[config.mk]
export PLATFORM = sky130hd
export DESIGN_NAME = wave_gen
export DESIGN_NICKNAME = d
export VERILOG_FILES = /design/src/rtl/wave_gen_pkg.sv /design/src/rtl/wave_gen_shadow.sv /design/src/rtl/wave_gen.sv
export SDC_FILE = /design/constraint.sdc
export NUM_CORES = 1
export LEC_CHECK = 0
export BUFFER_PORTS_ARGS = -buffer_cell sky130_fd_sc_hd__clkbuf_2
export CAP_MARGIN = 40
export CORE_MARGIN = 5
export CORE_UTILIZATION = 61
export CTS_CLUSTER_SIZE = 12
export DETAILED_ROUTE_END_ITERATION = 12
export PLACE_DENSITY_LB_ADDON = 0.1
export SYNTH_ARGS = -nofsm -noshare
export SYNTH_HDL_FRONTEND = slang
export SYNTH_SLANG_ARGS = --single-unit
[constraint.sdc]
create_clock -name clock1 -period 4.1 [get_ports clock1]
set_input_delay 1.23 -clock clock1 [delete_from_list [all_inputs] [get_ports clock1]]
set_output_delay 1.23 -clock clock1 [all_outputs]
set_load 0.02 [all_outputs]
[src/rtl/wave_gen_pkg.sv]
`default_nettype none
// ============================================================================
//  Module      : wave_gen_pkg
//  Description : Shared definitions for the wave_gen block. Holds the
//                generator state encoding, the minimum legal period and the
//                configuration loaded at reset.
//  Revision    : 1.0 - initial release
// ============================================================================
package wave_gen_pkg;

    // Generator states; explicit 2-bit encoding shared by all files.
    typedef enum logic [1:0] {
        IDLE = 2'd0,
        RUN  = 2'd1,
        STOP = 2'd2
    } state_t;

    // Shortest period that still produces a visible low/high transition.
    localparam int MIN_PERIOD = 2;

    // Active configuration after reset: a 50% square wave of period 2.
    localparam int RST_PERIOD = 2;
    localparam int RST_HIGH   = 1;

endpackage : wave_gen_pkg
`default_nettype wire

[src/rtl/wave_gen_shadow.sv]
`default_nettype none
// ============================================================================
//  Module      : wave_gen_shadow
//  Description : Configuration shadow register for wave_gen. Accepts a new
//                (period, high) pair over a valid/ready handshake, clamps it
//                to a legal range and holds it until the generator applies it.
//  Ports       : clock1, reset        - clock and synchronous active-high reset
//                load_valid/_ready    - config handshake
//                load_period/_high    - requested period P and high time H
//                apply                - strobe from the generator: the pending
//                                       pair has just become active
//                pending_vld          - a sanitised pair is held
//                pend_p, pend_h       - the held pair
//  Revision    : 1.0 - initial release
// ============================================================================
module wave_gen_shadow
    import wave_gen_pkg::*;
#(
    parameter int CNT_W = 8
) (
    input  logic             clock1,
    input  logic             reset,
    input  logic             load_valid,
    input  logic [CNT_W-1:0] load_period,
    input  logic [CNT_W-1:0] load_high,
    input  logic             apply,
    output logic             load_ready,
    output logic             pending_vld,
    output logic [CNT_W-1:0] pend_p,
    output logic [CNT_W-1:0] pend_h
);

    logic             r_pend_vld;
    logic [CNT_W-1:0] r_pend_p;
    logic [CNT_W-1:0] r_pend_h;

    logic             w_accept;
    logic [CNT_W-1:0] w_p_san;
    logic [CNT_W-1:0] w_h_san;

    // Only one pair can wait at a time; ready reflects an empty slot.
    assign load_ready = ~r_pend_vld;
    assign w_accept   = load_valid & load_ready;

    // P is raised to the minimum first, so H is clamped against the final P.
    always_comb begin
        w_p_san = load_period;
        if (load_period < CNT_W'(MIN_PERIOD)) begin
            w_p_san = CNT_W'(MIN_PERIOD);
        end
        w_h_san = load_high;
        if (load_high > w_p_san) begin
            w_h_san = w_p_san;
        end
    end

    // apply is only raised while a pair is pending, and accept needs an empty
    // slot, so the two never coincide.
    always_ff @(posedge clock1) begin
        if (reset) begin
            r_pend_vld <= 1'b0;
            r_pend_p   <= CNT_W'(RST_PERIOD);
            r_pend_h   <= CNT_W'(RST_HIGH);
        end else if (apply) begin
            r_pend_vld <= 1'b0;
        end else if (w_accept) begin
            r_pend_vld <= 1'b1;
            r_pend_p   <= w_p_san;
            r_pend_h   <= w_h_san;
        end
    end

    assign pending_vld = r_pend_vld;
    assign pend_p      = r_pend_p;
    assign pend_h      = r_pend_h;

endmodule : wave_gen_shadow
`default_nettype wire

[src/rtl/wave_gen.sv]
`default_nettype none
// ============================================================================
//  Module      : wave_gen
//  Description : Programmable square/PWM wave generator. A counter walks each
//                P-cycle period and the output is high for the first H cycles.
//                New (P, H) pairs are swapped in only on period boundaries, so
//                the output never glitches.
//  Ports       : clock1, reset   - clock and synchronous active-high reset
//                enable          - level-sensitive run request
//                load_valid/_ready, load_period, load_high - config handshake
//                wave_out        - registered wave
//                period_tick     - high in the last cycle of each period
//                busy            - generator is in RUN
//  Revision    : 1.0 - initial release
// ============================================================================
module wave_gen
    import wave_gen_pkg::*;
#(
    parameter int CNT_W = 8
) (
    input  logic             clock1,
    input  logic             reset,
    input  logic             enable,
    input  logic             load_valid,
    input  logic [CNT_W-1:0] load_period,
    input  logic [CNT_W-1:0] load_high,
    output logic             load_ready,
    output logic             wave_out,
    output logic             period_tick,
    output logic             busy
);

    state_t           r_state;
    logic [CNT_W-1:0] r_cnt;
    logic [CNT_W-1:0] r_p;
    logic [CNT_W-1:0] r_h;
    logic             r_wave;
    logic             r_tick;

    state_t           w_state_nxt;
    logic [CNT_W-1:0] w_cnt_nxt;
    logic [CNT_W-1:0] w_p_nxt;
    logic [CNT_W-1:0] w_h_nxt;
    logic             w_wave_nxt;
    logic             w_tick_nxt;
    logic             w_apply;
    logic             w_wrap;

    logic             w_pend_vld;
    logic [CNT_W-1:0] w_pend_p;
    logic [CNT_W-1:0] w_pend_h;

    wave_gen_shadow #(
        .CNT_W (CNT_W)
    ) u_shadow (
        .clock1      (clock1),
        .reset       (reset),
        .load_valid  (load_valid),
        .load_period (load_period),
        .load_high   (load_high),
        .apply       (w_apply),
        .load_ready  (load_ready),
        .pending_vld (w_pend_vld),
        .pend_p      (w_pend_p),
        .pend_h      (w_pend_h)
    );

    assign w_wrap = (r_cnt == r_p - CNT_W'(1));

    always_comb begin
        w_state_nxt = r_state;
        w_cnt_nxt   = r_cnt;
        w_apply     = 1'b0;

        unique case (r_state)
            IDLE: begin
                w_cnt_nxt = '0;
                w_apply   = w_pend_vld;
                if (enable) begin
                    w_state_nxt = RUN;
                end
            end
            RUN: begin
                if (w_wrap) begin
                    w_cnt_nxt = '0;
                    w_apply   = w_pend_vld;
                    if (!enable) begin
                        w_state_nxt = IDLE;
                    end
                end else begin
                    w_cnt_nxt = r_cnt + CNT_W'(1);
                    if (!enable) begin
                        w_state_nxt = STOP;
                    end
                end
            end
            STOP: begin
                // Finish the started period regardless of enable.
                if (w_wrap) begin
                    w_cnt_nxt   = '0;
                    w_apply     = w_pend_vld;
                    w_state_nxt = IDLE;
                end else begin
                    w_cnt_nxt = r_cnt + CNT_W'(1);
                end
            end
            default: begin
                w_state_nxt = IDLE;
                w_cnt_nxt   = '0;
            end
        endcase

        // The outputs are evaluated against the config of the period that the
        // next count belongs to, which is the pending pair when it is applied.
        w_p_nxt = w_apply ? w_pend_p : r_p;
        w_h_nxt = w_apply ? w_pend_h : r_h;

        w_wave_nxt = (w_state_nxt != IDLE) && (w_cnt_nxt < w_h_nxt);
        w_tick_nxt = (w_state_nxt != IDLE) && (w_cnt_nxt == w_p_nxt - CNT_W'(1));
    end

    always_ff @(posedge clock1) begin
        if (reset) begin
            r_state <= IDLE;
            r_cnt   <= '0;
            r_p     <= CNT_W'(RST_PERIOD);
            r_h     <= CNT_W'(RST_HIGH);
            r_wave  <= 1'b0;
            r_tick  <= 1'b0;
        end else begin
            r_state <= w_state_nxt;
            r_cnt   <= w_cnt_nxt;
            r_p     <= w_p_nxt;
            r_h     <= w_h_nxt;
            r_wave  <= w_wave_nxt;
            r_tick  <= w_tick_nxt;
        end
    end

    assign wave_out    = r_wave;
    assign period_tick = r_tick;
    assign busy        = (r_state == RUN);

endmodule : wave_gen
`default_nettype wire

==> results of run 1 <==
## cells in the final DEF (no fill, tap or decap), types with 3 or more instances in the layout
cell	instances
o21a_1	5
nand2_1	46
nand4_1	3
o211ai_1	4
nor2_1	47
a21o_1	3
inv_1	21
a31oi_1	3
clkbuf_2	23
a21oi_1	31
xnor2_1	17
nand2b_1	3
dfxtp_1	45
nor2b_1	8
and3_1	6
xor2_1	5
nand3_1	18
nand3b_1	3
or3_1	4
a211oi_1	9
ha_1	20
o31ai_1	4
mux2i_1	7
nor4_1	4
o21ai_0	12
nor3_1	17
buf_4	17
clkbuf_8	5
## metrics by stage
stage                     hold WS [ps]  total power, mW  TNS [ps]  setup WS [ps]
final                            476.7            1.424         0          183.3
after CTS                        484.4            1.398         0          118.6
after global placement           467.6            1.049         0          221.8
after detailed placement         474.4            1.056         0          199.1
after global routing             503.5            1.507    -71.35         -71.35
after floorplan                  431.3           0.9174         0          252.7
## flip-flops by register name, summed over array words and instances (netlist names)
name and cells:
r_cnt 8, r_h 8, r_p 8, u_shadow.pend_h 8, u_shadow.pend_p 8, r_state 2
period_tick 1, u_shadow.pending_vld 1, wave_out 1
## cells by family (layout without fill, tap and decap cells)
family                     count (synthesis)  after routing  share of synthesized area (%)
muxes                                      8              8                          2.540
AOI/OAI and AO/OA                         98             98                          22.42
DFF                                       45             45                          28.57
adders and majority gates                 22             22                          8.730
xor gates and xnor gates                  23             23                          6.825
and+or+nand+nor                          172            172                          26.11
buffers and inverters                     39             69                          4.802
## worst max-delay path, delay by kind of cell, from the launching register on
| kind | cells | cell delay, ps |
|---|---|---|
| adders and majority gates | 2 | 500 |
| AOI/OAI and AO/OA | 5 | 1020 |
| xor gates and xnor gates | 1 | 230 |
| and+or+nand+nor | 8 | 1370 |
| DFF | 1 | 390 |
| buffers and inverters | 2 | 320 |
## routing by layer
metal / global-route usage [%] / vias up / wire [um]
li1: - / 1505 / -
met1: 31.74 / 1405 / 3494
met2: 45.23 / 93 / 3967
met3: 3.509 / 13 / 365
met4: 7.973 / 0 / 146
met5: 0 / - / 0
## synthesized netlist by cell type (4+ instances only)
library cell	instances
nor2_1	47
nand2_1	46
dfxtp_1	45
a21oi_1	31
ha_1	22
inv_1	21
nand3_1	18
nor3_1	18
xnor2_1	17
clkbuf_1	14
o21ai_0	12
a211oi_1	9
mux2i_1	8
nor2b_1	8
and3_1	6
o21a_1	5
xor2_1	5
buf_2	4
nor4_1	4
o211ai_1	4
o31ai_1	4
or3_1	4
## timing repair
item / in CTS / in global routing
gates resized for setup: 0 / 7
endpoints found under the setup margin: 0 / 2
buffers inserted: 0 / 3
## where the power goes
group | internal [mW] | switching [mW]
Combinational | 0.234 | 0.340
Sequential | 0.473 | 0.0357
Clock | 0.183 | 0.159
## worst paths after layout
kind                 startpoint  depth (start not counted)                  to  slack (ps)
max                      r_p[0]                         18         period_tick         180
min          u_shadow.pend_h[1]                          2  u_shadow.pend_h[1]         480
max reg2reg              r_p[0]                         18         period_tick         180
min reg2reg  u_shadow.pend_h[1]                          2  u_shadow.pend_h[1]         480
## cell type report
cell class | count | area (um^2)
Multi-Input combinational cell | 323 | 2125
Sequential cell | 45 | 900.9
Clock buffer | 6 | 72.57
Fill cell | 447 | 1529
Inverter | 21 | 78.83
Timing Repair Buffer | 40 | 242.7
Clock inverter | 2 | 38.79
Tap cell | 70 | 87.58
==> flow_metrics.py, run 1 <==
metrics = {
    "route": {
        "ant_nets": 0,
        "viasPerCell": 5.949,
        "first_pass_iters": 5,
        "detail_route.wl_per_cell_um": 15.73,
        "drc": 0,
        "drt-initial-drc-count": 233,
        "wl_mm": 7.974,
        "vias": 3016,
    },
    "placement": {
        "dp_cells": 496,
        "dpl.hpwl_mm": 6.101,
        "gp_congestion": 0.9856,
        "place_area_um2": 3388,
        "portBuffers": 23,
    },
    "setup_path": {
        "crit_required_ps": 4320,
        "start_kind": "flop",
        "slowest_stage": "dfxtp_1",
        "worstPathArrival_ps": 4140,
        "worstPathMaxFanout": 6,
        "end_kind": "flop",
        "critical_path.max_stage_delay_ps": 390,
        "critPathKind": "flop to flop",
        "crit_chain": "inv_1 > ha_2 > or3b_1 > a211oi_1 > nand3_1 > a311oi_2 > buf_4 > a21oi_1 > nor2_1 > nor2_1 > a21oi_1 > ha_2 > nand3b_1 > xnor2_1 > nor3_2 > o21ai_0 > nand3b_1 > nor4_2",
    },
    "timing": {
        "setup_viol": 0,
        "min_period_over_period_pct": 95.53,
        "fmax_ghz": 0.2553,
        "skew_ps": 15.12,
        "period_needed_ps": 3917,
        "slew_violations": 0,
        "hold_viol": 0,
        "slew_headroom_pct": 59.42,
        "tightest_slew_ps": 607.4,
    },
    "synth": {
        "yosysSeqAreaShare_pct": 28.57,
        "yosysTopAreaCellShare_pct": 28.57,
        "synth_top_cells_by_area": "dfxtp_1, ha_1, nor2_1",
        "synth_nets": 449,
        "ys_async_sr_fraction_pct": 0,
        "yosysWarnings": 0,
        "ys_types": 58,
        "syn_avg_cell_area_um2": 7.747,
        "synth-edff-count": 0,
        "synthFlopType": "dfxtp_1",
        "netlist_instances": 407,
        "syn-cell-area_um2": 3153,
        "ys_ff_latch": 45,
        "synth_area_leader_cell": "dfxtp_1",
    },
    "die": {
        "num_rows": 26,
        "fp.dieW_um": 81.90,
        "initial_core_util_pct": 62.13,
        "fp.dieH_um": 81.90,
        "core-area_um2": 5075,
        "die_area_um2": 6707,
        "ios": 24,
    },
    "layout": {
        "fin_nets": 478,
        "post-route-util_pct": 69.87,
        "drive_gt1_share_pct": 15.33,
        "area_growth_pct": 12.46,
        "stdcell_area_um2": 3546,
        "final_cells": 507,
        "diodes": 0,
    },
    "clock_network": {
        "postCtsHoldBufs": 0,
        "cts_buffer_depth": 2,
        "htree_levels": 2,
        "clk_latency_ps": 310,
        "clk_pin_slew_ps": 100,
        "cts_tree": "built",
        "cts.sinks": 45,
        "cts_inserted_buffers": 5,
        "root_buffer": "clkbuf_8",
    },
    "global_route": {
        "grt-ovfl-total": 0,
        "grt_pass1_vias": 2901,
        "grt_usage_pct": 25.52,
        "antenna_found_initial": 0,
        "grt_max_degree": 40,
        "grt_pass1_wl_mm": 13.32,
    },
    "power": {
        "leakage_nw": 1.489,
        "power_density_nw_per_um2": 401.7,
        "ir_drop_mv": 0.2461,
    },
    "run": {
        "cap_violations": 0,
    },
    "min_path": {
        "min_path_type": "flop to flop",
    },
    "run_status": {
        "status": "completed",
    },
}
Note: power is estimated with default switching activity, not from simulation.
==> run 2, diff against run 1 <==
--- a/config.mk
+++ b/config.mk
@@ -10,3 +10,3 @@
 export CORE_MARGIN = 5
-export CORE_UTILIZATION = 61
+export CORE_UTILIZATION = 60
 export CTS_CLUSTER_SIZE = 12
@@ -16,2 +16,3 @@
 export SYNTH_HDL_FRONTEND = slang
+export SYNTH_HIERARCHICAL = 1
 export SYNTH_SLANG_ARGS = --single-unit
--- a/constraint.sdc
+++ b/constraint.sdc
@@ -3,2 +3,2 @@
 set_output_delay 1.23 -clock clock1 [all_outputs]
-set_load 0.02 [all_outputs]
+set_load 0.05 [all_outputs]
==> run 2 against run 1 <==
Compared with the run above: global-route usage fell by 1.2 points; largest cell class unchanged; sequential share of layout area rose by 1.5 points; highest routed layer unchanged; first-iteration DRC count fell by 40%.
==> flow_metrics.py, run 2 <==
metrics = {
    "placement": {
        "dpl.hpwl_mm": 5.776,
        "portBuffers": 23,
        "gp_congestion": 0.9095,
        "place_area_um2": 3258,
    },
    "power": {
        "ir_drop_mv": 0.2769,
        "leakage_nw": 1.418,
        "power_density_nw_per_um2": 345.8,
        "p_total_mw": 1.161,
    },
    "global_route": {
        "grt_pass1_wl_mm": 12.59,
        "antenna_found_initial": 0,
        "grt_usage_pct": 24.33,
        "grt_pass1_vias": 2701,
        "grt-ovfl-total": 0,
        "grt_max_degree": 42,
    },
    "route": {
        "wl_mm": 7.338,
        "wl_met2_mm": 3.448,
        "met3_length_um": 317,
        "ant_nets": 0,
        "highest_layer": "met4",
        "detail_route.wl_per_cell_um": 15.45,
        "vias": 2774,
        "drt-met1-wl_mm": 3.308,
        "first_pass_iters": 4,
        "drt-initial-drc-count": 140,
        "viasPerCell": 5.840,
        "drc": 0,
    },
    "setup_path": {
        "timing.rr.end": "period_tick",
        "worstPathMaxFanout": 7,
        "slowest_stage": "dfxtp_2",
        "crit_chain": "inv_1 > ha_1 > xor2_1 > nand2_1 > nor4b_2 > o311ai_4 > or2_1 > a21oi_2 > nor2_1 > a21oi_1 > ha_1 > xnor2_1 > or3_1 > mux2i_1 > o211ai_1 > nor4_2 > o211a_1",
        "crit_required_ps": 4340,
        "crit_family": "simple AND/OR/NAND/NOR gates",
        "crit_path_frequent_cell": "ha_1",
        "rrSetupSlack_ps": 320,
        "worstPathArrival_ps": 4020,
        "end_kind": "flop",
        "timing.rr.start": "r_p[1]",
        "critical_path.max_stage_delay_ps": 390,
        "cp.buffers_inverters": 1,
        "critPathKind": "flop to flop",
        "start_kind": "flop",
        "worstRegToRegCells": 17,
    },
    "layout": {
        "fill_cells": 434,
        "diodes": 0,
        "drive_gt1_share_pct": 12.84,
        "fin_nets": 447,
        "area_growth_pct": 8.796,
        "final_cell_mix": "nor2_1, dfxtp_1, nand2_1",
        "stdcell_area_um2": 3358,
    },
    "clock_network": {
        "root_buffer": "clkbuf_8",
        "cts_tree": "built",
        "clk_pin_slew_ps": 80,
        "htree_levels": 2,
        "postCtsHoldBufs": 0,
        "clk_latency_ps": 290,
        "cts.sinks": 45,
        "cts_inserted_buffers": 5,
        "cts_buffer_depth": 2,
    },
    "synth": {
        "yosysSeqAreaShare_pct": 29.19,
        "yosysMostFrequentCell": "dfxtp_1",
        "ys_ff_latch": 45,
        "synth_area_leader_cell": "dfxtp_1",
        "synth_top_cells_by_area": "dfxtp_1, ha_1, mux2i_1",
        "ys_async_sr_fraction_pct": 0,
        "yosysTopAreaCellShare_pct": 29.19,
        "synthTopCellsByCount": "dfxtp_1, nor2_1, nand2_1, a21oi_1",
        "ys_types": 60,
        "syn-cell-area_um2": 3087,
        "synth-edff-count": 0,
        "yosysWarnings": 6,
        "netlist_instances": 387,
        "syn_avg_cell_area_um2": 7.976,
        "synth_nets": 429,
        "synthFlopType": "dfxtp_1",
    },
    "timing": {
        "fmax_ghz": 0.2648,
        "setup_viol": 0,
        "skew_ps": 6.036,
        "rsz0062_at_grt": "false",
        "hold_viol": 0,
        "holdWs_ps": 478.2,
        "slew_violations": 0,
        "fin_tns_setup_ps": 0,
        "tightest_slew_ps": 612.4,
        "min_period_over_period_pct": 92.09,
        "slew_headroom_pct": 59.18,
        "period_needed_ps": 3776,
    },
    "min_path": {
        "min_path_cells": 2,
        "hp-start": "r_h[0]",
        "whs_endpoint": "r_h[0]",
        "min_path_type": "flop to flop",
    },
    "run_status": {
        "status": "completed",
    },
    "die": {
        "initial_core_util_pct": 61.22,
        "die_area_um2": 6679,
        "fp.dieH_um": 81.73,
        "core-area_um2": 5042,
        "fp.dieW_um": 81.73,
        "ios": 24,
        "num_rows": 26,
    },
    "run": {
        "cap_violations": 0,
    },
}
run 2: cell types whose count changed in the layout (fill, tap and decap cells not counted), moves of 5 or more:
cell,before,now
a211oi_1,9,1
a21oi_1,31,26
a311oi_1,0,8
buf_4,17,9
mux2i_1,7,17
nand2_1,46,32
nand3_1,18,23
run 2: area by class of cell:
cell class	count	area [um^2]	share of cell area, %
tap	70	87.58	2.608
timing repair buffer	32	182.7	5.440
clock buffer	7	86.33	2.571
inverter	23	86.33	2.571
sequential	45	902.1	26.86
multi-input combinational	298	2013	59.95
run 2: worst reg2reg max path, stage by stage, from the launching register on:
cell	delay (ps)
dfxtp_2	390
inv_1	70
ha_1	280
xor2_1	150
nand2_1	90
nor4b_2	360
o311ai_4	150
or2_1	280
a21oi_2	220
nor2_1	60
a21oi_1	190
ha_1	320
xnor2_1	140
or3_1	300
mux2i_1	140
o211ai_1	190
nor4_2	200
o211a_1	190
run 2: stage by stage:
step	setup WS [ps]	util (%)	cells
floorplan	173.0	-	387
global placement	224.5	64.62	468
detailed placement	204.2	64.62	468
CTS	159.2	66.33	475
global route	41.94	66.60	475
finish	324.2	66.60	475
run 2: cell families after synthesis:
| logic type | synth area share [%] |
|---|---|
| muxes | 6.242 |
| and+or+nand+nor | 24.85 |
| adders and majority gates | 8.918 |
| DFF | 29.19 |
| xor gates and xnor gates | 6.688 |
| buffers and inverters | 5.999 |
| AOI/OAI and AO/OA | 18.12 |
run 2: timing repair:
item | 4_1_cts | 5_1_grt
setup buffers | 0 | 0
resized for setup | 0 | 3
endpoints found under the hold margin | 0 | 0
endpoints found under the setup margin | 0 | 2
run 2: layer usage:
layer | vias up | track usage (%)
li1 | 1414 | -
met5 | - | 0
met2 | 55 | 39.74
met4 | 0 | 10.96
met3 | 21 | 5.592
met1 | 1284 | 30.38
run 2: how the worst max path moves through the flow:
stage | slack (ps) | to | cells past startpoint | startpoint
after global routing | 40 | period_tick | 17 | r_p[0]
after detailed placement | 200 | period_tick | 16 | r_p[1]
after global placement | 220 | period_tick | 16 | r_p[1]
after CTS | 160 | period_tick | 16 | r_p[1]
final | 320 | period_tick | 17 | r_p[1]
after floorplan | 170 | period_tick | 19 | r_p[0]
run 2: power breakdown:
group / total (mW) / switching [mW] / internal [mW]
registers: 0.502 / 0.0326 / 0.469
logic: 0.387 / 0.237 / 0.150
clock network: 0.273 / 0.139 / 0.134
total: 1.16 / 0.408 / 0.753
